`src/rtl/spi_reg_pkg.sv`:
```
// spi_reg_pkg: shared types and helpers for the SPI register bank.
//   state_t  : frame-decoder states
//   RD_BIT   : read/write flag position in the command word (default 8-bit word)
//   is_oor() : decides whether a command word addresses a register that exists
package spi_reg_pkg;

    typedef enum logic [1:0] {
        WAIT_IDLE = 2'd0,
        IDLE      = 2'd1,
        CMD       = 2'd2,
        DATA      = 2'd3
    } state_t;

    localparam int NBIT_DEFAULT = 8;
    localparam int RD_BIT       = NBIT_DEFAULT - 1;

    // A command is out of range when any bit between the address field and
    // the RD flag is set, or when the address field itself is >= nregs.
    // The command is passed zero-extended to 32 bits so the same helper
    // serves any word width.
    function automatic logic is_oor(input logic [31:0] cmd, input int nbit, input int nregs);
        int          aw;
        logic [31:0] addr_v;
        logic        oor;
        aw  = (nregs > 1) ? $clog2(nregs) : 1;
        oor = 1'b0;
        for (int i = 0; i < 32; i++) begin
            if (i >= aw && i < nbit - 1 && cmd[i]) begin
                oor = 1'b1;
            end
        end
        addr_v = cmd & ((32'd1 << aw) - 32'd1);
        if (addr_v >= 32'(nregs)) begin
            oor = 1'b1;
        end
        return oor;
    endfunction

endpackage

```
`src/rtl/sync_2ff.sv`:
```
// sync_2ff: two-flop synchronizer for a single asynchronous level.
//   clk  : destination clock
//   srst : synchronous active-high reset, forces the output to 1 (idle level)
//   d    : asynchronous input
//   q    : synchronized output
module sync_2ff (
    input  logic clk,
    input  logic srst,
    input  logic d,
    output logic q
);

    logic meta_reg;
    logic sync_reg;

    always_ff @(posedge clk) begin
        if (srst) begin
            meta_reg <= 1'b1;
            sync_reg <= 1'b1;
        end else begin
            meta_reg <= d;
            sync_reg <= meta_reg;
        end
    end

    assign q = sync_reg;

endmodule

```
`src/rtl/spi_reg_bank.sv`:
```
// spi_reg_bank: register-file back end for an SPI slave.
// Decodes a {RD, address} command word followed by data words from the
// slave's receive stream, commits writes to the register array and supplies
// the next word to shift out on miso.
// Ports:
//   clk, rst   : system clock, synchronous active-high reset
//   ss_n       : raw SPI slave select (asynchronous, synchronized here)
//   rx_data    : word received by the slave, valid with rx_strobe
//   rx_strobe  : one-cycle pulse per received word
//   tx_strobe  : one-cycle pulse when the slave samples tx_data (not needed here)
//   tx_data    : registered word for the slave to transmit next
//   reg_q      : flattened register contents, reg k at [k*Nbit +: Nbit]
//   wr_pulse   : one-cycle pulse after each committed write
//   wr_addr    : address of the last committed write
// Build option: define SPI_REG_AUTOINC_EN to advance the address after every
// data word (burst access). Without it only the first data word of a frame
// is acted on.
module spi_reg_bank
    import spi_reg_pkg::*;
#(
    parameter int              Nbit        = 8,
    parameter int              NREGS       = 16,
    parameter logic [Nbit-1:0] STATUS_BYTE = 8'hA5,
    parameter logic [Nbit-1:0] RESET_VAL   = '0,
    localparam int             AW          = (NREGS > 1) ? $clog2(NREGS) : 1
) (
    input  logic                  clk,
    input  logic                  rst,
    input  logic                  ss_n,
    input  logic [Nbit-1:0]       rx_data,
    input  logic                  rx_strobe,
    input  logic                  tx_strobe,
    output logic [Nbit-1:0]       tx_data,
    output logic [NREGS*Nbit-1:0] reg_q,
    output logic                  wr_pulse,
    output logic [AW-1:0]         wr_addr
);

    logic [Nbit-1:0] regs [NREGS];
    state_t          state;
    logic            ss_s;
    logic            ss_prev_reg;
    logic [1:0]      settle_reg;
    logic            rd_reg;
    logic            oor_reg;
    logic [AW-1:0]   addr_reg;

    // The slave's sample point needs no action: tx_data is already stable.
    logic unused_tx_strobe;
    assign unused_tx_strobe = tx_strobe;

    sync_2ff u_ss_sync (
        .clk  (clk),
        .srst (rst),
        .d    (ss_n),
        .q    (ss_s)
    );

    logic frame_start;
    logic frame_end;
    assign frame_start = ss_prev_reg & ~ss_s;
    assign frame_end   = ~ss_prev_reg & ss_s;

    // Command decode of the incoming word
    logic            rx_rd;
    logic [AW-1:0]   rx_addr;
    logic            rx_oor;
    logic [Nbit-1:0] cmd_word;
    assign rx_rd    = rx_data[Nbit-1];
    assign rx_addr  = rx_data[AW-1:0];
    assign rx_oor   = is_oor(32'(rx_data), Nbit, NREGS);
    assign cmd_word = rx_oor ? '1 : regs[rx_addr];

`ifdef SPI_REG_AUTOINC_EN
    logic [Nbit-1:0] cmd_reg;
    logic [AW-1:0]   next_addr;
    logic [Nbit-1:0] next_cmd;
    logic            next_oor;
    logic [Nbit-1:0] next_word;

    // Re-run the range check on the original command with the advanced
    // address, so illegal upper bits keep the whole burst out of range.
    always_comb begin
        next_addr = (addr_reg >= AW'(NREGS - 1)) ? '0 : addr_reg + AW'(1);
        next_cmd  = cmd_reg;
        next_cmd[AW-1:0] = next_addr;
        next_oor  = is_oor(32'(next_cmd), Nbit, NREGS);
        next_word = next_oor ? '1 : regs[next_addr];
    end
`else
    logic done_reg;
`endif

    always_ff @(posedge clk) begin
        if (rst) begin
            state       <= WAIT_IDLE;
            ss_prev_reg <= 1'b1;
            settle_reg  <= 2'd0;
            rd_reg      <= 1'b0;
            oor_reg     <= 1'b0;
            addr_reg    <= '0;
            tx_data     <= STATUS_BYTE;
            wr_pulse    <= 1'b0;
            wr_addr     <= '0;
`ifdef SPI_REG_AUTOINC_EN
            cmd_reg     <= '0;
`else
            done_reg    <= 1'b0;
`endif
            for (int i = 0; i < NREGS; i++) begin
                regs[i] <= RESET_VAL;
            end
        end else begin
            wr_pulse    <= 1'b0;
            ss_prev_reg <= ss_s;
            case (state)
                WAIT_IDLE: begin
                    // The synchronizer comes out of reset reading "idle", so
                    // its output is only trusted after two clocks; otherwise a
                    // frame in progress at reset would look like a new start.
                    tx_data <= STATUS_BYTE;
                    if (settle_reg != 2'd2) begin
                        settle_reg <= settle_reg + 2'd1;
                    end else if (ss_s) begin
                        state <= IDLE;
                    end
                end
                IDLE: begin
                    tx_data <= STATUS_BYTE;
                    if (frame_start) begin
                        state <= CMD;
                    end
                end
                CMD: begin
                    if (rx_strobe) begin
                        rd_reg   <= rx_rd;
                        addr_reg <= rx_addr;
                        oor_reg  <= rx_oor;
                        tx_data  <= rx_rd ? cmd_word : '0;
                        state    <= DATA;
`ifdef SPI_REG_AUTOINC_EN
                        cmd_reg  <= rx_data;
`else
                        done_reg <= 1'b0;
`endif
                    end
                    if (frame_end) begin
                        state   <= IDLE;
                        tx_data <= STATUS_BYTE;
                    end
                end
                DATA: begin
                    if (rx_strobe) begin
`ifdef SPI_REG_AUTOINC_EN
                        if (!rd_reg && !oor_reg) begin
                            regs[addr_reg] <= rx_data;
                            wr_pulse       <= 1'b1;
                            wr_addr        <= addr_reg;
                        end
                        addr_reg <= next_addr;
                        oor_reg  <= next_oor;
                        tx_data  <= rd_reg ? next_word : '0;
`else
                        if (!done_reg && !rd_reg && !oor_reg) begin
                            regs[addr_reg] <= rx_data;
                            wr_pulse       <= 1'b1;
                            wr_addr        <= addr_reg;
                        end
                        done_reg <= 1'b1;
                        tx_data  <= '0;
`endif
                    end
                    // A strobe in the same cycle has already been handled above
                    if (frame_end) begin
                        state   <= IDLE;
                        tx_data <= STATUS_BYTE;
                    end
                end
                default: state <= WAIT_IDLE;
            endcase
        end
    end

    generate
        for (genvar gi = 0; gi < NREGS; gi++) begin : g_reg_q
            assign reg_q[gi*Nbit +: Nbit] = regs[gi];
        end
    endgenerate

endmodule

```
`config.mk`:
```
export PLATFORM = sky130hd
export DESIGN_NAME = spi_reg_bank
export DESIGN_NICKNAME = d
export VERILOG_FILES = /design/src/rtl/spi_reg_pkg.sv /design/src/rtl/sync_2ff.sv /design/src/rtl/spi_reg_bank.sv
export SDC_FILE = /design/constraint.sdc
export NUM_CORES = 1
export LEC_CHECK = 0
export CORE_AREA = 2 2 117 119
export DETAILED_ROUTE_END_ITERATION = 8
export DIE_AREA = 0 0 119 121
export DONT_BUFFER_PORTS = 1
export PLACE_DENSITY = 0.74
export RECOVER_POWER = 50
export SKIP_CTS_REPAIR_TIMING = 1
export SLEW_MARGIN = 20
export SYNTH_ARGS = -nofsm -noshare
export SYNTH_HDL_FRONTEND = slang
export SYNTH_SLANG_ARGS = --single-unit
```
`constraint.sdc`:
```
create_clock -name clk -period 2.1 [get_ports clk]
set_clock_uncertainty 0.05 [all_clocks]
set_input_delay 0.21 -clock clk [delete_from_list [all_inputs] [get_ports clk]]
set_output_delay 0.21 -clock clk [all_outputs]
set_load 0.02 [all_outputs]
```
==> results of run 1 <==
[worst max-delay path: cells and delay by family, from the launching register on]
| family | cells | cell delay, ns |
|---|---|---|
| simple gates | 5 | 0.92 |
| buf+inv | 1 | 0.17 |
| flops | 1 | 0.38 |
| fa+ha+maj | 1 | 0.17 |
[per-stage QoR]
stage	setup TNS, ns	hold slack [ns]
global placement	0	0.2360
floorplan	-0.1745	0.2638
CTS	0	-0.2217
finish	0	0.004511
global route	0	0.003783
detailed placement	0	0.2356
[final cells by class]
class,instances,area share (%)
Inverter,11,0.4956
Clock inverter,12,1.307
Multi-Input combinational cell,340,32.92
Tap cell,176,2.643
Timing Repair Buffer,72,4.866
Clock buffer,17,5.107
Sequential cell,155,52.66
[Yosys cell counts, types with 5 or more instances]
library cell | number | area, sq um
a22o_1 | 5 | 43.79
nor2_1 | 14 | 52.55
inv_1 | 11 | 41.29
clkbuf_1 | 20 | 75.07
nand2_1 | 25 | 93.84
mux2i_1 | 33 | 330.3
nor4_4 | 5 | 106.4
dfxtp_1 | 27 | 540.5
a21oi_1 | 11 | 55.05
a31oi_1 | 6 | 37.54
or2_2 | 17 | 106.4
and2_1 | 129 | 807.0
buf_2 | 8 | 40.04
mux4_2 | 20 | 450.4
edfxtp_1 | 128 | 3844
ha_1 | 6 | 75.07
nor3_4 | 9 | 146.4
nand2b_1 | 7 | 43.79
o21ai_0 | 10 | 50.05
[worst paths after layout]
kind	slack, ns	end	depth (start not counted)
max	0.11	regs[4][7]	7
min	0.005	tx_data[2]	2
max reg2reg	0.11	regs[4][7]	7
min reg2reg	0.35	u_ss_sync.q	1
[kinds of logic after synthesis]
| family | after synthesis | synth area share (%) |
|---|---|---|
| multiplexers | 54 | 10.82 |
| buffers and inverters | 45 | 2.854 |
| XOR/XNOR | 1 | 0.1196 |
| adder cells (fa/ha/maj) | 6 | 1.025 |
| flip-flops | 155 | 59.88 |
| AND/OR/NAND/NOR | 227 | 20.61 |
| AO/OA/AOI/OAI | 52 | 4.699 |
[report_power, final]
group          switching, mW  total, mW  internal (mW)
logic                  0.316      0.543          0.227
registers              0.172       3.61           3.44
clock network           1.12       2.82           1.69
[per-layer routing]
metal | global-route usage [%] | vias to the layer above | share of wire (%)
met4 | 9.970 | 0 | 2.1
met3 | 9.774 | 33 | 10
met2 | 41.74 | 237 | 50
li1 | - | 2068 | -
met1 | 31.09 | 2309 | 37
met5 | 0 | - | 0
[placed cells by master, fill, tap and decap left out, types with 3 or more instances in the layout]
cell,netlist,routed
clkinv_2,0,3
dfxtp_1,27,25
clkbuf_16,0,17
inv_1,11,11
nor3_2,4,11
nand2b_1,7,7
a31oi_1,6,6
and2_0,0,16
buf_4,3,10
o21ai_0,10,10
clkbuf_1,20,48
mux4_2,20,20
o31ai_1,4,4
a22o_1,5,5
o221ai_1,4,4
nor2_1,14,14
nand2_1,25,25
mux2i_1,33,33
dlygate4sd3_1,0,13
nor4_4,5,5
and2_1,129,113
a311oi_1,4,4
or2_4,0,16
clkinv_1,0,5
or2_2,17,4
a21oi_1,11,11
edfxtp_1,128,128
o211ai_1,3,3
ha_1,6,5
nor2b_1,4,4
==> summary.txt, run 1 <==
Floorplanning
  • Die Ht: 121 um
  • FP Rows: 42
  • Core Region: 13090 sq um
  • Die area: 14400 sq um
  • Die extent in x: 119 um
  • Initial Util: 55.96%
  • I/O pin total: 154

Placed design
  • Final GP Congestion: 0.8485
  • Detailed placement HPWL: 12470 um
  • Cells after DPL: 741
  • IO Port Bufs: 0
  • Worst slack at placement: 0.1176 ns
  • Placed cell area: 7890 sq um

Logic synthesis
  • Primary FF master, synth: edfxtp_1
  • Post-synth ARST share: 0%
  • Synth Instances: 540
  • Synth warnings: 0
  • Syn Std Cell Area: 7322 sq um
  • Avg Synthesized Cell Area: 13.56 sq um
  • Synth unique cells: 43
  • Syn nets: 559
  • Post-synth EDFFs: 128
  • Register bit total from synthesis: 155
  • Sequential fraction of the synthesis area: 59.88%

Setup path
  • Crit path from: state[1]
  • Worst endpoint required time: 2.18 ns
  • Peak per-stage delay on the critical path: 0.38 ns
  • CP dominant cell by count: nor4_4
  • Worst-path fanout max: 17
  • CP Cell Sequence: ha_4, nand2_4, nor4_4, nand2b_2, buf_12, nor4_4, or2_4
  • Type of origin of the critical path: flop
  • Critical Path AT: 2.07 ns
  • Crit end category: flop
  • Worst R2R Start: state[1]
  • Worst path slowest cell: dfxtp_2
  • Crit path kind: flop to flop

Finish
  • Max reg flops: 128
  • Final instance area: 8330 sq um
  • Syn-to-layout area delta: 13.77%
  • Share of cells above drive strength 1: 16.47%
  • Top Registers: regs x128, tx_data x8
  • Final Core Density: 63.66%
  • FF+latch area: 4387 sq um
  • Fill cell count: 982
  • Footprint of the multi-input gates: 2743 sq um
  • Layout net count: 616
  • Most flop-heavy register: regs
  • Fin cells: 783
  • ANT cells: 0

CTS
  • Clk buf depth: 2
  • CTS tree: done
  • Clk_lat worst skew: 0.43 ns
  • CTS root buffer: clkbuf_16
  • Clock-pin slew on the worst setup and hold paths: 0.06 ns
  • CTS HTree Levels: 4
  • Total clock sinks: 155
  • CTS buffer count: 17

Timing
  • Final setup viols: 0
  • Final-report hold violation count: 0
  • Worst-margin pin slew: 0.8489 ns
  • Max-slew headroom: 43.22%
  • Period utilisation layout: 94.75%
  • Max-slew violations: 0
  • Setup ws final: 0.1103 ns
  • Minimum clock period: 1.990 ns
  • Fmax: 502.6 MHz
  • RSZ-0062 raised after global routing: no

Run status
  • Outcome: finished clean

Pwr
  • Peak supply drop: 0.0004372 V
  • Power Total: 6.972 mW
  • Lkg Pwr: 3.029 nW
  • Cell Pwr Density: 836.9 nW/um^2

Drt
  • DR iter-0 viols: 389
  • Post-DR wirelength/cell: 24.22 um
  • Drt pass-1 iters: 5
  • Remaining antenna violation count after routing: 0
  • Total number of vias: 4647
  • Final WL: 18970 um
  • Via/cell ratio: 5.935
  • # DRC: 0

GRT
  • First-pass GRT wire length: 26850 um
  • Total GRT Usage: 25.65%
  • Remaining global-route overflow: 0
  • Largest net degree at the start of global routing: 62
  • Initial antenna violation count: 0
  • Vias in the first global route: 4505

Hold path
  • Hold Path Class: input pin to flop
  • Hold path startpoint: rx_data[3]

Run
  • MaxCap Viol Count: 0
No activity file was read; power rests on OpenSTA's default activity.
==> run 2, diff against run 1 <==
- CORE_AREA: 2 2 117 119 -> 2 2 112 124
- DIE_AREA: 0 0 119 121 -> 0 0 114 126
- GPL_ROUTABILITY_DRIVEN: not set -> 1
==> run 2 against run 1 <==
  * The run now ends with hold timing left
  * Register-to-register slack got worse by 0.02 ns
  * Setup slack got worse by 0.019 ns
  * Power increased by 6.7%
  * Sequential share of layout area decreased by 0.65 points
  * Final cell count decreased by 2.0%
  * Maximum frequency decreased by 0.95%
  * Highest routed layer unchanged
==> summary.txt, run 2 (synthesized netlist as in run 1, its figures left out) <==
Timing
  • Final setup viols: 0 (unchanged)
  • Fmax: 497.8 MHz (was 502.6 MHz)
  • Hold WS: -0.01302 ns (was 0.004511 ns)
  • Final-report hold violation count: 1 (was 0)
  • Max-slew headroom: 43.74% (was 43.22%)
  • Period utilisation layout: 95.65% (was 94.75%)
  • RSZ-0062 raised after global routing: no (unchanged)
  • Worst-margin pin slew: 0.8411 ns (was 0.8489 ns)
  • Max-slew violations: 0 (unchanged)
  • Minimum clock period: 2.009 ns (was 1.990 ns)

CTS
  • CTS buffer count: 17 (unchanged)
  • Clock-pin slew on the worst setup and hold paths: 0.06 ns (about the same)
  • CTS root buffer: clkbuf_16 (unchanged)
  • CTS tree: done (unchanged)
  • Total clock sinks: 155 (unchanged)
  • CTS HTree Levels: 4 (unchanged)
  • Clk buf depth: 2 (unchanged)
  • Clk_lat worst skew: 0.44 ns (was 0.43 ns)

Setup path
  • Buf/Inv on CP: 1 (unchanged)
  • Cells on worst reg2reg path: 7 (unchanged)
  • Levels on crit path: 7 (unchanged)
  • Crit path from: state[1] (unchanged)
  • Critical Path AT: 2.10 ns (was 2.07 ns)
  • Worst path slowest cell: dfxtp_2 (unchanged)
  • Crit end category: flop (unchanged)
  • CP Cell Sequence: ha_4, nand2_4, nor4_4, nand2b_2, buf_12, nor4_4, or2_4 (unchanged)
  • FF-to-FF setup slack: 0.09 ns (was 0.11 ns)
  • Worst R2R Start: state[1] (unchanged)
  • Type of origin of the critical path: flop (unchanged)
  • Crit path kind: flop to flop (unchanged)
  • Worst-path fanout max: 17 (unchanged)
  • Worst endpoint required time: 2.19 ns (was 2.18 ns)
  • CP dominant cell by count: nor4_4 (unchanged)
  • Peak per-stage delay on the critical path: 0.38 ns (about the same)
  • Capture point of the worst path: regs[6][6] (was regs[4][7])
  • Delay-heaviest family, CP: simple AND/OR/NAND/NOR gates (unchanged)
  • R2r endpoint: regs[6][6] (was regs[4][7])

Run status
  • Outcome: finished, violations left (was finished clean)
  • Failing checks: hold timing

Drt
  • # DRC: 0 (unchanged)
  • Total number of vias: 4634 (was 4647)
  • Post-DR wirelength/cell: 25.08 um (was 24.22 um)
  • Drt pass-1 iters: 5 (unchanged)
  • Final WL: 19230 um (was 18970 um)
  • Remaining antenna violation count after routing: 0 (unchanged)
  • Via/cell ratio: 6.042 (was 5.935)
  • DR iter-0 viols: 344 (was 389)

Hold path
  • Hold Path Class: input pin to flop (unchanged)

Placed design
  • Final GP Congestion: 0.8816 (was 0.8485)
  • IO Port Bufs: 0 (unchanged)
  • Cells after DPL: 721 (was 741)
  • Detailed placement HPWL: 12440 um (was 12470 um)
  • Placed cell area: 7834 sq um (was 7890 sq um)

Floorplanning
  • FP Rows: 44 (was 42)
  • Die Ht: 126 um (was 121 um)
  • Die area: 14360 sq um (was 14400 sq um)
  • Core Region: 13100 sq um (was 13090 sq um)
  • Die extent in x: 114 um (was 119 um)
  • Initial Util: 55.88% (was 55.96%)
  • I/O pin total: 154 (unchanged)

GRT
  • Met3 usage in global routing: 9.143% (was 9.774%)
  • M1 GR Usage: 32.13% (was 31.09%)
  • Vias in the first global route: 4564 (was 4505)
  • Total GRT Usage: 26.04% (was 25.65%)
  • Met2 Use GR: 41.60% (was 41.74%)
  • Largest net degree at the start of global routing: 62 (unchanged)
  • First-pass GRT wire length: 27180 um (was 26850 um)
  • Grt peak-use layer: met2 (unchanged)
  • Remaining global-route overflow: 0 (unchanged)
  • Initial antenna violation count: 0 (unchanged)

Finish
  • Fin cells: 767 (was 783)
  • Most flop-heavy register: regs (unchanged)
  • Share of cells above drive strength 1: 17.99% (was 16.47%)
  • Most frequent cells in the layout: edfxtp_1 (128), and2_1 (104), clkbuf_1 (42), mux2i_1 (33) (was edfxtp_1 (128), and2_1 (113), clkbuf_1 (48), mux2i_1 (33))
  • Syn-to-layout area delta: 15.19% (was 13.77%)
  • Most common cell after layout, fill and taps aside: edfxtp_1 (unchanged)
  • Max reg flops: 128 (unchanged)
  • Layout net count: 612 (was 616)
  • Top Registers: regs x128, tx_data x8 (unchanged)
  • ANT cells: 0 (unchanged)
  • Final instance area: 8434 sq um (was 8330 sq um)

Pwr
  • Power Total: 7.439 mW (was 6.972 mW)
  • Lkg Pwr: 3.125 nW (was 3.029 nW)
  • Cell Pwr Density: 882.0 nW/um^2 (was 836.9 nW/um^2)
  • Peak supply drop: 0.0005719 V (was 0.0004372 V)

Run
  • MaxCap Viol Count: 0 (unchanged)
-- run 2: cell count changes in the layout (fill, tap and decap cells not counted), sizes merged --
cell / change
clkinvlp: -2
buf: +1
dlygate4sd3: +1
clkinv: -7
inv: +7
bufinv: -1
-- run 2: through the flow --
stage          utilization (%)  hold slack, ns  setup TNS, ns  worst slack, ns
2_1_floorplan                -          0.2638        -0.1745        -0.002562
3_3_place_gp             59.79          0.2344              0           0.1513
3_5_place_dp             59.79          0.2359              0          0.09468
4_1_cts                  64.74         -0.2321              0          0.07671
5_1_grt                  64.37        0.007736              0         0.009033
6_report                 64.37        -0.01302              0          0.09125
-- run 2: worst min path at each step --
stage                from                 end  slack, ns  cells after the start
3_5_place_dp          rst         addr_reg[3]       0.24                      1
2_1_floorplan        ss_n  u_ss_sync.meta_reg       0.26                      1
6_report       rx_data[3]          tx_data[4]      -0.01                      3
3_3_place_gp          rst         addr_reg[3]       0.23                      1
4_1_cts               rst         addr_reg[3]      -0.23                      1
5_1_grt         rx_strobe          tx_data[6]      0.008                      2
-- run 2: power breakdown --
part	switching, mW	internal [mW]	total, mW
clock	1.27	2.03	3.30
combinational	0.304	0.226	0.530
sequential	0.175	3.44	3.61
total	1.75	5.69	7.44
-- run 2: final cells by class --
class / count / area [sq um]
clock buffers: 23 / 564.3
clock inverters: 9 / 85.08
fillers: 1013 / 4668
inverters: 11 / 41.29
multi-input cells: 340 / 2755
flip-flops and latches: 155 / 4387
well taps: 161 / 201.4
repair buffers: 68 / 400.4
-- run 2: worst min-delay path, stage by stage --
cell      delay, ns
o21ai_0        0.07
o211ai_1       0.09
nand2_1        0.06
-- run 2: per-layer routing --
metal / part of all wire (%) / vias up / routed length [um]
met5: 0 / - / 0
met4: 2.9 / 0 / 556
met3: 8.9 / 44 / 1720
met2: 49 / 220 / 9482
met1: 39 / 2303 / 7473
li1: - / 2067 / -
